==> src/rtl/mem_dcache.sv <==
// Memory-stage data cache: direct-mapped, write-through, no-write-allocate.
// Whole-line refills over a req/ack port; BUSY freezes the pipeline while a miss or store is outstanding.
module mem_dcache #(
    parameter int LINES = 16,
    parameter int WORDS = 4
) (
    input  logic        clk,
    input  logic        rst,
    input  logic [1:0]  MEM,
    input  logic [31:0] Addr,
    input  logic [31:0] Wdata,
    output logic [31:0] Rdata,
    output logic        BUSY,
    output logic        mem_req,
    output logic        mem_we,
    output logic [31:0] mem_addr,
    output logic [31:0] mem_wdata,
    input  logic        mem_ack,
    input  logic [31:0] mem_rdata
);
    localparam int IDX_W = $clog2(LINES);
    localparam int OFF_W = $clog2(WORDS);
    localparam int TAG_W = 30 - IDX_W - OFF_W;
    localparam logic [OFF_W-1:0] LAST = OFF_W'(WORDS - 1);

    typedef enum logic [1:0] {IDLE, REFILL, WRITE, DONE} state_t;

    state_t             state;
    logic [OFF_W-1:0]   cnt;
    logic [OFF_W-1:0]   cnt_nxt;
    logic [LINES-1:0]   valid;
    logic [TAG_W-1:0]   tag_mem  [LINES];
    logic [31:0]        data_mem [LINES][WORDS];

    logic [OFF_W-1:0]   off;
    logic [IDX_W-1:0]   idx;
    logic [TAG_W-1:0]   tag;
    logic               is_load, is_store, hit;
    logic               busy_c;
    logic               unused_addr;

    assign off         = Addr[OFF_W+1:2];
    assign idx         = Addr[OFF_W+IDX_W+1:OFF_W+2];
    assign tag         = Addr[31:32-TAG_W];
    assign is_load     = (MEM == 2'b01);
    assign is_store    = (MEM == 2'b10);
    assign hit         = valid[idx] && (tag_mem[idx] == tag);
    assign cnt_nxt     = cnt + 1'b1;
    assign unused_addr = ^Addr[1:0];

    always_ff @(posedge clk or negedge rst) begin
        if (!rst) begin
            state     <= IDLE;
            valid     <= '0;
            cnt       <= '0;
            mem_req   <= 1'b0;
            mem_we    <= 1'b0;
            mem_addr  <= '0;
            mem_wdata <= '0;
        end else begin
            case (state)
                IDLE: begin
                    if (is_load && !hit) begin
                        // Invalidate up front so a half-filled line can never hit.
                        valid[idx] <= 1'b0;
                        cnt        <= '0;
                        mem_req    <= 1'b1;
                        mem_we     <= 1'b0;
                        mem_addr   <= {tag, idx, {OFF_W{1'b0}}, 2'b00};
                        state      <= REFILL;
                    end else if (is_store) begin
                        mem_req   <= 1'b1;
                        mem_we    <= 1'b1;
                        mem_addr  <= {Addr[31:2], 2'b00};
                        mem_wdata <= Wdata;
                        state     <= WRITE;
                    end
                end
                REFILL: begin
                    if (mem_ack) begin
                        cnt <= cnt_nxt;
                        if (cnt == LAST) begin
                            valid[idx] <= 1'b1;
                            mem_req    <= 1'b0;
                            state      <= DONE;
                        end else begin
                            mem_addr <= {tag, idx, cnt_nxt, 2'b00};
                        end
                    end
                end
                WRITE: begin
                    if (mem_ack) begin
                        mem_req <= 1'b0;
                        mem_we  <= 1'b0;
                        state   <= DONE;
                    end
                end
                DONE:    state <= IDLE;
                default: state <= IDLE;
            endcase
        end
    end

    // Tag and data arrays carry no reset; valid alone decides whether they mean anything.
    always_ff @(posedge clk) begin
        if (state == REFILL && mem_ack) begin
            data_mem[idx][cnt] <= mem_rdata;
            if (cnt == LAST)
                tag_mem[idx] <= tag;
        end
        if (state == WRITE && mem_ack && hit)
            data_mem[idx][off] <= Wdata;
    end

    always_comb begin
        busy_c = 1'b0;
        case (state)
            IDLE:         busy_c = (is_load && !hit) || is_store;
            REFILL, WRITE: busy_c = 1'b1;
            default:      busy_c = 1'b0;
        endcase
    end

    assign BUSY = rst && busy_c;

    always_comb begin
        Rdata = '0;
        if (rst && is_load && ((state == IDLE && hit) || state == DONE))
            Rdata = data_mem[idx][off];
    end

endmodule

==> config.mk <==
export PLATFORM = sky130hd
export DESIGN_NAME = mem_dcache
export DESIGN_NICKNAME = d
export VERILOG_FILES = /design/src/rtl/mem_dcache.sv
export SDC_FILE = /design/constraint.sdc
export NUM_CORES = 2
export LEC_CHECK = 0
export ABC_AREA = 1
export CAP_MARGIN = 20
export CORE_MARGIN = 2
export CORE_UTILIZATION = 40
export DETAILED_ROUTE_END_ITERATION = 16
export GPL_TIMING_DRIVEN = 0
export PLACE_DENSITY_LB_ADDON = 0.12
export SYNTH_ARGS = -nofsm -noshare
export SYNTH_HDL_FRONTEND = slang
export SYNTH_SLANG_ARGS = --single-unit
==> constraint.sdc <==
create_clock -name clk -period 11.2 [get_ports clk]
set_input_delay 1.68 -clock clk [delete_from_list [all_inputs] [get_ports clk]]
set_output_delay 1.68 -clock clk [all_outputs]
set_load 0.1 [all_outputs]
# Yosys cells after proc, flatten, opt, wreduce, memory -nomap -nowiden
# Memory sizes are Yosys's and may differ from the RTL's.
# Cells that the tools add are included.
# word_totals
regBits	86
mem_bits_rw	2432
inputBits	101
out_inout_bits	99
word_cells	364
mem_count	2
# memory_table
name	words	width	read_ports	rd_ports_with_merged_regs	wr	line_no	source
data_mem	16	128	1	0	1	33	logic [31:0] data_mem [LINES][WORDS];
tag_mem	16	24	1	0	1	32	logic [TAG_W-1:0] tag_mem [LINES];
# classes
add_sub_neg	1
order_cmp	6
n_eq_ne	13
n_mux	174
bitwise	134
n_reduce_logical	27
# ops
op	n
$mux 32	9
$mux 128	2
$mux 1	141
$demux 32 s2	2
$or 1x1->1	128
$bmux 32 s2	1
$pmux 32 s2	1
$mux 16	3
$pmux 16 s2	1
$eq 24x24->1	1
$and 16x16->16	1
$not 16->16	1
$or 16x16->16	1
$mux 2	7
$logic_and 1x1->1	12
$reduce_and 4->1	3
$ne 2x2->1 const B	5
$reduce_and 3->1	3
$eq 2x2->1 const B	4
$pmux 2 s4	1
$ge 3x3->1 const B	2
$lt 3x1->1 const B	2
$not 2->3	2
$lt 4x5->1 const B	1
other kinds (17)	21

# Logic depth before layout (Yosys ltp)
# depth
depth_word	8
depth_mapped	24
ltp_nobuf	22

# Least setup slack after synthesis
# No wires, ideal clock.
# synth_path
path_type	input to output
startpoint	input Addr[5]
endpoint	output Rdata[18]
t_arrival_ns	4.911
required_ns	9.520
path_slack_ns	4.609
path_stages	14
path_buffers	5
cell_sequence	buf_2 -> inv_2 -> nor2_4 -> buf_1 -> clkinv_1 -> clkbuf_1 -> clkbuf_1 -> buf_1 -> o22ai_1 -> o21ai_0 -> nand4_1 -> a22oi_1 -> nand2_1 -> nor2_1
# synth_via
elab_chain_cells	7
word_cells_on_any_way	13
classes_between	1 x eq/ne; 6 x mux; 4 x reduce/logical; 2 x memory
# synth_lines
element	line_no	source
start: declaration	10	input logic [31:0] Addr,
$mem_v2 16x24 or $bmux 1 s4 (tied branches)	--	
$eq 24x24->1 or $mux 1 (tied branches)	47	assign hit = valid[idx] && (tag_mem[idx] == tag);
$logic_and 1x1->1	47	
$logic_and 1x1->1	128	if (rst && is_load && ((state == IDLE && hit) || state == DONE))
$logic_or 1x1->1	128	
$logic_and 1x1->1	128	
$mux 32 *	128	
end: declaration	12	output logic [31:0] Rdata,
# Mark *: on every way between the ends. The rest lies on a longest branch, timed or not. The select of a mux whose other input is x is not followed.

# Worst setup path after layout
# layout_path
startpoint	input Addr[4]
endpoint	output Rdata[26]
# Same word-level chain as after synthesis.

==> impl_results.md <==
* Outcome: complete, no violations
* Synth Register Bits at 2516
* CP Max Fanout at 10
* Layout area overhead at 22.3%
* First-pass GRT wire length at 527 mm
* Skew final at 68.4 ps
* Worst Setup SP: Addr[4]
* CTS buffer count at 285
* # DRC at 0
* I/O Buffers at 194
* Post-synth EDFFs at 2432
* Setup crit end: Rdata[26]
* FP Rows at 178
* Vias in the first global route at 61073
* Synthesized cell area at 0.0946 sq mm
* Resize count post-CTS at 0
* Finished Layout Cells at 10604
* FF-to-FF setup slack at 6260 ps
* Routed WL per cell at 37.3 um
* Critical Path Source Type: primary input
* Worst flop-to-flop path startpoint: tag_mem[0][15]
* PwrDens at 193 mW/mm^2
* Grt ovf at 0
* Peak supply drop at 0.249 mV
* Final Cycle Share at 93.8%
* Initial Util at 40.2%
* DR vias at 66131
* Die W at 490 um
* Buf+Inv Stages, Crit Path at 8
* Crit-path max cell delay at 1170 ps
* Post-synth top flop: edfxtp_1
* Cts hold-fix bufs at 0
* Max-Cap Viols at 0
* Share of cells above drive strength 1 at 11.7%
* CTS tree: built
* CP top delay family: buffers and inverters
* Placed Cells incl. Taps at 10062
* Sequential-to-total area share from yosys stat at 79.4%
* Endpoints failing hold at 0
* Final critical-path required period at 10510 ps
* Commonest non-fill, non-tap cell in the layout: edfxtp_1
* Critical path class: in2out
* Yosys warns at 0
* Nets at 7353
* Die area at 0.240 sq mm
* Die H at 490 um
* Final hold slack at 479 ps
* Setup total negative slack at 0 ps
* Most frequent cells in the layout: edfxtp_1 (2432), nand2_1 (1128), o22ai_1 (992)
* Core Footprint at 0.235 sq mm
* WP depth at 15
* Post-synthesis cell type count at 38
* Worst R2R Path Depth at 18
* Post-route ant nets at 0
* Syn Inst Count at 6452
* Worst path arrival time at 8830 ps
* Critical Path Slowest Stage Cell: clkdlybuf4s50_1
* Post-layout util at 49.2%
* Post-synth ARST share at 3.34%
* Most used cell, CP: clkbuf_1
* RSZ-0062 raised after global routing: no
* Cell Chain, Critical Path: clkdlybuf4s50_1 > buf_4 > nor2_4 > buf_1 > clkinv_1 > clkbuf_1 > clkbuf_1 > clkbuf_1 > o22ai_1 > o21ai_0 > nand4_1 > a21oi_1 > nand2_1 > nor2_1 > clkdlybuf4s50_1
* Dpl hpwl at 276 mm
* Initial antenna violation count at 22
* Reg-to-Reg End: data_mem[11][98]
* # IOs at 200
* H-tree levels at 5
* Largest net degree at the start of global routing at 73
* Sink Count at 2516
* Critical Path RT at 9520 ps
* Max Clk Rate at 0.0952 GHz
* Final setup fails at 0
* Leakage power at 37.7 nW
* Rel. slew slack at 11.2%
* Initial DRC count at 10531
* Detailed-route wire length at 395 mm
* Clock Tree Buf Depth at 4
* Worst Setup End Kind: output port
* Total track usage at 32.0%
* Vias/cell at 6.24
* Post-CTS setup buffers at 0
* Worst-Skew Late Latency at 970 ps
* Pre-antenna DRT Iters at 8
* Final Max Slew Viols at 0
* GPL Wtd Cong at 0.998
* Clock slew at reported path FFs at 50 ps
* Worst Max-Slew Pin Slew at 1320 ps
* Clock root cell: clkbuf_16
* Hold WC Path Type: reg2reg
* Avg Cell Area, Syn at 14.7 sq um
sequential cells by signal, indices dropped and copies added (netlist names), named ones only:
name       cells
cnt            2
mem_we         1
tag_mem      384
mem_addr      30
data_mem    2048
state          2
mem_wdata     32
mem_req        1
cell type report:
cell class	instances	area (sq um)
buffer	416	1660
clock buffer	346	7530
inverter	109	409
timing repair buffer	503	7510
tap	3150	3940
antenna	10	25.0
sequential	2516	75100
clock inverter	142	1160
fill	20194	120000
multi-input combinational	3412	18300
where the power goes:
part	internal (W)	total, W	switching (W)	leakage (nW)
clock	0.00518	0.00895	0.00377	4.27
combinational	0.000597	0.00274	0.00214	10.5
sequential	0.0105	0.0106	0.000111	22.9
total	0.0163	0.0223	0.00602	37.7
cell usage after synthesis (7+ instances only):
library cell | n | area, sq um
o21ai_0 | 563 | 2820
buf_1 | 43 | 161
nor2_1 | 126 | 473
a2111o_1 | 10 | 113
buf_4 | 7 | 52.6
a22oi_1 | 36 | 270
a41oi_1 | 68 | 596
o21ai_1 | 171 | 856
clkbuf_1 | 310 | 1160
edfxtp_1 | 2432 | 73000
nand2_1 | 1128 | 4230
ha_1 | 9 | 113
nor3_1 | 10 | 50.1
nand4_1 | 70 | 438
a21oi_1 | 135 | 676
buf_2 | 56 | 280
dfrtp_1 | 84 | 2100
inv_1 | 102 | 383
nand3_1 | 70 | 350
o22ai_1 | 992 | 6210
metrics by stage:
stage               area [sq um]  setup slack [ps]  total power (W)
CTS                       115000              1010           0.0223
global route              116000               789           0.0228
floorplan                  94600              4610           0.0124
finish                    116000               695           0.0223
global placement          100000             -1700           0.0134
detailed placement        107000              1020           0.0135
routing by layer:
metal | global-route usage (%) | share of wire (%) | up-vias
met3 | 7.65 | 11 | 1006
met5 | 0 | 0.0073 | -
met1 | 43.7 | 39 | 33813
li1 | - | - | 26692
met2 | 47.4 | 44 | 4616
met4 | 17.4 | 6.3 | 4
cell families after synthesis:
| kind of cell | Yosys count | synth area share (%) |
|---|---|---|
| other | 1 | 0.00397 |
| flip-flops | 2516 | 79.4 |
| AND/OR/NAND/NOR | 1422 | 6.01 |
| buffers and inverters | 525 | 2.19 |
| adder cells (fa/ha/maj) | 9 | 0.119 |
| AO/OA/AOI/OAI | 1979 | 12.2 |
how the worst min path moves through the flow:
stage	from	endpoint	slack (ps)	depth (start not counted)
final	mem_addr[21]	mem_addr[21]	480	2
after CTS	mem_addr[21]	mem_addr[21]	480	2
after global placement	mem_addr[21]	mem_addr[21]	470	2
after detailed placement	mem_addr[21]	mem_addr[21]	470	2
after global routing	mem_addr[3]	mem_addr[3]	510	2
after floorplan	flip-flop	flip-flop	450	2
worst min-delay path, stage by stage, from the launching register on:
cell and delay (ps):
dfrtp_1 340, nand2_1 50, nand2_1 50
No activity file was read; power rests on OpenSTA's default activity.
